File: config.mk
export PLATFORM = sky130hd
export DESIGN_NAME = iter_divider
export DESIGN_NICKNAME = d
export VERILOG_FILES = /design/src/rtl/iter_divider.sv
export SDC_FILE = /design/constraint.sdc
export NUM_CORES = 1
export LEC_CHECK = 0
export ABC_AREA = 1
export CAP_MARGIN = 20
export CORE_MARGIN = 4
export CORE_UTILIZATION = 61
export DETAILED_ROUTE_END_ITERATION = 16
export PLACE_DENSITY = 0.84
export REMOVE_ABC_BUFFERS = 1
export SLEW_MARGIN = 25
export SYNTH_ARGS = -nofsm -noshare
export SYNTH_HDL_FRONTEND = slang
export SYNTH_SLANG_ARGS = --single-unit
export TNS_END_PERCENT = 30
File: constraint.sdc
create_clock -name clk -period 5.9 [get_ports clk]
set_input_delay 0.59 -clock clk [delete_from_list [all_inputs] [get_ports clk]]
set_output_delay 0.59 -clock clk [all_outputs]
set_load 0.01 [all_outputs]
File: src/rtl/iter_divider.sv
// Multi-cycle radix-2 restoring divider (signed/unsigned) with flush, div0 results and pipeline stall.
// Optional DIV_EARLY_EXIT_EN: skip the dividend's leading zeros to shorten the iteration count.
//
// state | meaning
// IDLE  | waiting for en; s/r hold the last result
// CALC  | one restoring step per cycle, counter runs down to 0
// FIX   | apply signs / div0 override, load s and r
// DONE  | res_ready pulse, back to IDLE

module iter_divider #(
    parameter int WIDTH = 32,
    parameter int CNT_W = $clog2(WIDTH + 1)
) (
    input  logic             clk,
    input  logic             rst,
    input  logic             en,
    input  logic             div_sign,
    input  logic [WIDTH-1:0] src_a,
    input  logic [WIDTH-1:0] src_b,
    input  logic             flush,
    output logic [WIDTH-1:0] s,
    output logic [WIDTH-1:0] r,
    output logic             res_ready,
    output logic             busy,
    output logic             stall_all
);

    typedef enum logic [1:0] {
        IDLE = 2'd0,
        CALC = 2'd1,
        FIX  = 2'd2,
        DONE = 2'd3
    } state_t;

    state_t           state_q, state_d;
    logic             qneg_q, qneg_d;
    logic             rneg_q, rneg_d;
    logic             div0_q, div0_d;
    logic [WIDTH-1:0] a_raw_q, a_raw_d;
    logic [WIDTH-1:0] rem_q, rem_d;
    logic [WIDTH-1:0] quo_q, quo_d;
    logic [WIDTH-1:0] dvs_q, dvs_d;
    logic [CNT_W-1:0] cnt_q, cnt_d;
    logic [WIDTH-1:0] s_q, s_d;
    logic [WIDTH-1:0] r_q, r_d;
    logic             res_ready_q, res_ready_d;

    logic             a_neg, b_neg, start, b_zero;
    logic [WIDTH-1:0] abs_a, abs_b, quo_init;
    logic [CNT_W-1:0] iters;
    logic [WIDTH:0]   rem_sh, diff;

    assign a_neg  = div_sign & src_a[WIDTH-1];
    assign b_neg  = div_sign & src_b[WIDTH-1];
    assign abs_a  = a_neg ? -src_a : src_a;
    assign abs_b  = b_neg ? -src_b : src_b;
    assign b_zero = (src_b == '0);
    assign start  = (state_q == IDLE) & en & ~flush;

`ifdef DIV_EARLY_EXIT_EN
    logic [CNT_W-1:0] lz;

    always_comb begin
        lz = CNT_W'(WIDTH);
        for (int i = 0; i < WIDTH; i++) begin
            if (abs_a[i]) begin
                lz = CNT_W'(WIDTH - 1 - i);
            end
        end
    end

    // Pre-shifting lets the quotient register still shift out exactly WIDTH-lz dividend bits.
    assign iters    = CNT_W'(WIDTH) - lz;
    assign quo_init = abs_a << lz;
`else
    assign iters    = CNT_W'(WIDTH);
    assign quo_init = abs_a;
`endif

    // Top bit of the (WIDTH+1)-bit difference is the borrow of the trial subtract.
    assign rem_sh = {rem_q, quo_q[WIDTH-1]};
    assign diff   = rem_sh - {1'b0, dvs_q};

    always_comb begin
        state_d     = state_q;
        qneg_d      = qneg_q;
        rneg_d      = rneg_q;
        div0_d      = div0_q;
        a_raw_d     = a_raw_q;
        rem_d       = rem_q;
        quo_d       = quo_q;
        dvs_d       = dvs_q;
        cnt_d       = cnt_q;
        s_d         = s_q;
        r_d         = r_q;
        res_ready_d = 1'b0;

        case (state_q)
            IDLE: begin
                if (start) begin
                    qneg_d  = a_neg ^ b_neg;
                    rneg_d  = a_neg;
                    div0_d  = b_zero;
                    a_raw_d = src_a;
                    dvs_d   = abs_b;
                    rem_d   = '0;
                    quo_d   = quo_init;
                    cnt_d   = iters;
                    state_d = (b_zero || iters == '0) ? FIX : CALC;
                end
            end
            CALC: begin
                rem_d = diff[WIDTH] ? rem_sh[WIDTH-1:0] : diff[WIDTH-1:0];
                quo_d = {quo_q[WIDTH-2:0], ~diff[WIDTH]};
                cnt_d = cnt_q - CNT_W'(1);
                if (cnt_d == '0) begin
                    state_d = FIX;
                end
            end
            FIX: begin
                if (div0_q) begin
                    s_d = '1;
                    r_d = a_raw_q;
                end else begin
                    s_d = qneg_q ? -quo_q : quo_q;
                    r_d = rneg_q ? -rem_q : rem_q;
                end
                res_ready_d = 1'b1;
                state_d     = DONE;
            end
            DONE: begin
                state_d = IDLE;
            end
            default: begin
                state_d = IDLE;
            end
        endcase

        // An abort leaves s/r untouched; in DONE the pulse is already out.
        if (flush && state_q != IDLE) begin
            state_d     = IDLE;
            s_d         = s_q;
            r_d         = r_q;
            res_ready_d = 1'b0;
        end
    end

    always_ff @(posedge clk or negedge rst) begin
        if (!rst) begin
            state_q     <= IDLE;
            qneg_q      <= 1'b0;
            rneg_q      <= 1'b0;
            div0_q      <= 1'b0;
            a_raw_q     <= '0;
            rem_q       <= '0;
            quo_q       <= '0;
            dvs_q       <= '0;
            cnt_q       <= '0;
            s_q         <= '0;
            r_q         <= '0;
            res_ready_q <= 1'b0;
        end else begin
            state_q     <= state_d;
            qneg_q      <= qneg_d;
            rneg_q      <= rneg_d;
            div0_q      <= div0_d;
            a_raw_q     <= a_raw_d;
            rem_q       <= rem_d;
            quo_q       <= quo_d;
            dvs_q       <= dvs_d;
            cnt_q       <= cnt_d;
            s_q         <= s_d;
            r_q         <= r_d;
            res_ready_q <= res_ready_d;
        end
    end

    assign s         = s_q;
    assign r         = r_q;
    assign res_ready = res_ready_q;
    assign busy      = (state_q != IDLE);
    assign stall_all = start | (state_q == CALC) | (state_q == FIX);

endmodule

# Yosys cells after proc, flatten, opt, wreduce, memory -nomap -nowiden
# Index checks and enable logic that the tools add are counted.
# totals
wordCells	64
out_inout_bits	67
reg_bits	204
# op_classes
n_addsub	6
muxes	20
n_eq_ne	6
n_reduce_logical	10
n_bitwise	10
# op_table
operator	count
$mux 32	9
$neg 32->32	4
$pmux 32 s2	2
$sub 33x32->33	1
$logic_not 32->1	1
$pmux 6 s2	1
$mux 2	4
$pmux 2 s4	1
$reduce_and 2->1	4
$logic_not 6->1	1
$mux 6	1
$sub 6x1->6 const B	1
$and 1x1->1	4
$eq 2x2->1 const B	2
$reduce_bool 2->1	2
$ne 3x2->1 const B	1
$ne 3x3->1 const B	1
$not 1->1	3
$eq 2x1->1 const B	1
$logic_not 2->1	1
$mux 1	2
$ne 2x2->1 const B	1
$or 1x1->1	2
$logic_and 1x1->1	1
$xor 1x1->1	1

# Logic depth before layout (Yosys ltp)
# depth
depth_word	6
mapped_depth	18
ltp_nobuf	17

# Least setup slack after synthesis
# No wires, ideal clock.
# synth_path
kind	register -> output
startpoint	register state_q[0]
endpoint	output stall_all
stages_incl_launch_ff	8
path_buffers	3
arrival_ns	1.594
path_slack_ns	3.716
required_ns	5.310
path_cell_list	dfrtp_1 inv_1 ha_1 nand3_1 buf_2 clkbuf_1 clkbuf_1 nand3_1
# synth_via
elab_chain_len	5
elab_cells_between_ends	7
# synth_lines
element	line_no	rtl
start, declared	35	state_t state_q, state_d;
start signal, assigned	163	state_q <= state_d;
$logic_not 2->1	58	assign start = (state_q == IDLE) & en & ~flush;
$and 1x1->1 (2 in series)	58	
$or 1x1->1	182	assign stall_all = start | (state_q == CALC) | (state_q == FIX);
$or 1x1->1 (*)	182	
end, declared	25	output logic stall_all
# Every way passes the cells marked *; elsewhere a longest branch is shown, timed or not.

# Worst setup path after layout
# layout_path
startpoint	register state_q[1]
endpoint	register rem_q[23]
# layout_via
elab_chain_len	5
elab_cells_between_ends	8
# layout_lines
element	line_no	rtl
$logic_not 2->1	58, 98	
$and 1x1->1 (2 in series)	58	
$ne 2x2->1 (no source line)	-	
$reduce_and 2->1 (no source line)	-	
end signal, assigned	168	rem_q <= rem_d;
end, declared	40	logic [WIDTH-1:0] rem_q, rem_d;
# Parallel ways exist; a longest one is shown, timed or not.
# A chain may end at the register's enable or synchronous reset.

==> impl_metrics.csv <==
group,metric,value,unit
power_and_ir_drop,ir_drop,0.555,mV
floorplan,row_count,56,
global_route,grt-ovfl-total,0,
timing,rsz0062_at_grt,"false",
cells_and_area,fin_area,16800,µm²
cells_and_area,multi_input_area,7960,µm²
route,drc,0,
worst_setup_path,rr_worst_depth,9,
floorplan,die_area,26400,µm²
power_and_ir_drop,intPower,5.19,mW
clock_network,cts.sinks,204,
cells_and_area,seq_area,5110,µm²
timing,slew_headroom,32.4,%
timing,finalHoldViolCount,0,
worst_setup_path,cp_slowest_cell,"clkinv_1",
worst_setup_path,slowest_delay,0.88,ns
route,firstDrtPassIters,6,
place,numPortBuffers,135,
place,placed_cell_area,16000,µm²
yosys,yosys_warnings,0,
global_route,grt_use_total,32.1,%
timing,setup_viol_count_final,0,
timing,fmax,286,MHz
timing,slew_viol_final,0,
cells_and_area,num-fill-cells,2036,
floorplan,io_pins,136,
yosys,synth-edff-count,0,
hold_path,hold_class,"in -> async",
global_route,grt_pass1_vias,14000,
timing,fin_setup_tns,0,ns
place,dp_hpwl,32300,µm
status,status,"complete, no violations",
cells_and_area,drive_gt1_share,4.18,%
clock_network,hold_buffers,0,
power_and_ir_drop,power_frac_comb,59.0,%
place,pre_cts_ws,2.11,ns
floorplan,die_w,163,µm
yosys,synth_seq_cells,204,
yosys,syn-cell-area,14600,µm²
route,drt-initial-drc-count,1612,
clock_network,cts_resized,0,
clock_network,cts_max_level,1,
worst_setup_path,cp-start-kind,"flop",
cells_and_area,diodes,0,
timing,fin_hold_ws,0.120,ns
global_route,grt_pass1_wl,69400,µm
worst_setup_path,required,6.31,ns
clock_network,post_cts_buffers,0,
route,final_antenna_net_count,0,
worst_setup_path,end_kind,"flop",
yosys,yosysUniqueCellTypes,52,
worst_setup_path,crit_fanout,37,
power_and_ir_drop,p_sw,5.04,mW
timing,skew,0.0244,ns
power_and_ir_drop,p_clk_share,14.9,%
route,vias,15000,
clock_network,cts_buffer_depth,3,
worst_setup_path,regToRegSetupSlack,2.40,ns
floorplan,initial_utilization,62.1,%
timing,worst_pin_slew,1.01,ns
timing,fin_crit_sh,59.3,%
cells_and_area,layout.nets,2418,
yosys,syn_avg_cell_area,6.59,µm²
worst_setup_path,timing.rr.start,"state_q[1]",
clock_network,clk-insertion-delay-late,0.54,ns
worst_setup_path,worst_ep_arrival_time,3.91,ns
cells_and_area,final_util,71.7,%
worst_setup_path,path_cells,"inv_1 > ha_1 > inv_1 > o21ai_2 > buf_4 > clkinv_1 > buf_4 > nand2_1 > nand2_1",
job,max-cap-violations,0,
timing,setup_ws,2.40,ns
timing,finalCriticalPeriod,3.50,ns
yosys,syn_inst,2212,
clock_network,cts_root_buf,"clkbuf_16",
route,wl_per_cell,16.3,µm
power_and_ir_drop,switching_share,49.3,%
yosys,synthArstFlopShare,100,%
floorplan,die_h,163,µm
yosys,ys.flop_type,"dfrtp_1",
clock_network,cts_buffers,24,
clock_network,cts_tree,"yes",
route,viasPerCell,5.69,
clock_network,clkTransAtPathRegs,0.06,ns
power_and_ir_drop,pwr_density_cell,607,nW/µm²
route,routed_wl,43200,µm
worst_setup_path,r2r_end,"rem_q[23]",
cells_and_area,areaGrowthSynthToFinish,15.5,%
power_and_ir_drop,power_leakage,8.53,nW
yosys,seq_area_frac_synth,35.0,%
global_route,grt_max_degree,119,
worst_setup_path,crit_type,"reg -> reg",
floorplan,coreArea,23500,µm²
global_route,antenna_found_initial,0,
power_and_ir_drop,seqPwrFrac,26.1,%
place,gp_congestion,0.963,
final cells by class:
type	instances	area share [%]
clock buffers	33	3.95
clock inverters	8	0.802
inverters	302	6.73
multi-input cells	1628	47.2
flip-flops and latches	204	30.3
well taps	319	2.37
repair buffers	147	8.59
kinds of logic after synthesis:
logic type	Yosys count	share of synthesized area, %
AO/OA/AOI/OAI	355	13.3
XOR/XNOR	67	4.03
adder cells (fa/ha/maj)	42	3.66
buffers and inverters	380	10.6
flip-flops	204	35.0
AND/OR/NAND/NOR	1164	33.5
placed cells by master (no fill, tap or decap), drive strengths merged, types with 6 or more instances in the layout:
cell / instances
o211ai: 13
nand3b: 19
clkbuf: 33
nor2: 208
o22ai: 16
buf: 13
nor4: 7
or2: 6
nor3: 23
xor2: 49
nand2: 721
a31oi: 11
dfrtp: 204
nand4: 24
o21ai: 196
inv: 301
clkdlybuf4s50: 134
xnor2: 18
ha: 41
nand3: 148
a21oi: 100
sequential cells by signal (all words and copies together) (netlist names), 2 cells and up:
name and flops:
cnt_q 6, a_raw_q 32, state_q 2, s 32, rem_q 32, dvs_q 32
quo_q 32, r 32
through the flow:
| step | instances | total power [mW] |
|---|---|---|
| 3_3_place_gp | 2600 | 8.41 |
| 3_5_place_dp | 2600 | 8.59 |
| 6_report | 2641 | 10.2 |
| 2_1_floorplan | 2134 | 6.64 |
| 5_1_grt | 2641 | 11.2 |
| 4_1_cts | 2641 | 10.2 |
cell usage after synthesis (5+ instances only):
cell type / number / area (µm²)
a21oi_1: 99 / 495
a31oi_1: 11 / 68.8
buf_1: 6 / 22.5
buf_2: 12 / 60.1
buf_6: 8 / 90.1
clkbuf_1: 48 / 180
dfrtp_1: 204 / 5100
ha_1: 41 / 513
inv_1: 297 / 1110
nand2_1: 707 / 2650
nand2_2: 14 / 87.6
nand3_1: 147 / 736
nand3b_1: 18 / 135
nand4_1: 24 / 150
nor2_1: 200 / 751
nor2_2: 6 / 37.5
nor3_1: 20 / 100
nor4_1: 7 / 43.8
o211ai_1: 13 / 97.6
o21ai_0: 181 / 906
o21ai_1: 10 / 50.1
o22ai_1: 15 / 93.8
or2_2: 5 / 31.3
xnor2_1: 18 / 158
xor2_1: 49 / 429
worst max-delay path by stage:
stage               depth (start not counted)  slack (ns)        end        from
finish                                      9        2.40  rem_q[23]  state_q[1]
floorplan                                   8        0.71   cnt_q[3]  state_q[0]
CTS                                        11        2.41       s[5]  state_q[0]
detailed placement                         11        2.11       s[5]       flush
global route                                9        2.11   rem_q[2]  state_q[1]
global placement                           11        2.24       s[5]       flush
routing by layer:
layer / vias up / wire length (µm) / global-route usage (%)
met3: 87 / 4030 / 4.33
li1: 7258 / - / -
met5: - / 0 / 0
met4: 0 / 1040 / 8.69
met1: 7010 / 18900 / 47.5
met2: 665 / 19200 / 49.8
power by group through the flow:
stage          clock [mW]  combinational, mW  sequential, mW
6_report             1.52               6.04            2.67
5_1_grt              1.60               6.83            2.73
4_1_cts              1.54               5.98            2.65
3_5_place_dp            0               5.93            2.66
3_3_place_gp            0               5.77            2.64
2_1_floorplan           0               4.05            2.59
worst max-delay path, delay by kind of cell, from the launching register on:
family | cells | cell delay [ns]
buf+inv | 5 | 2.31
flops | 1 | 0.39
compound gates | 1 | 0.27
simple gates | 2 | 0.19
fa+ha+maj | 1 | 0.18
Note: power is estimated with default switching activity, not from simulation.
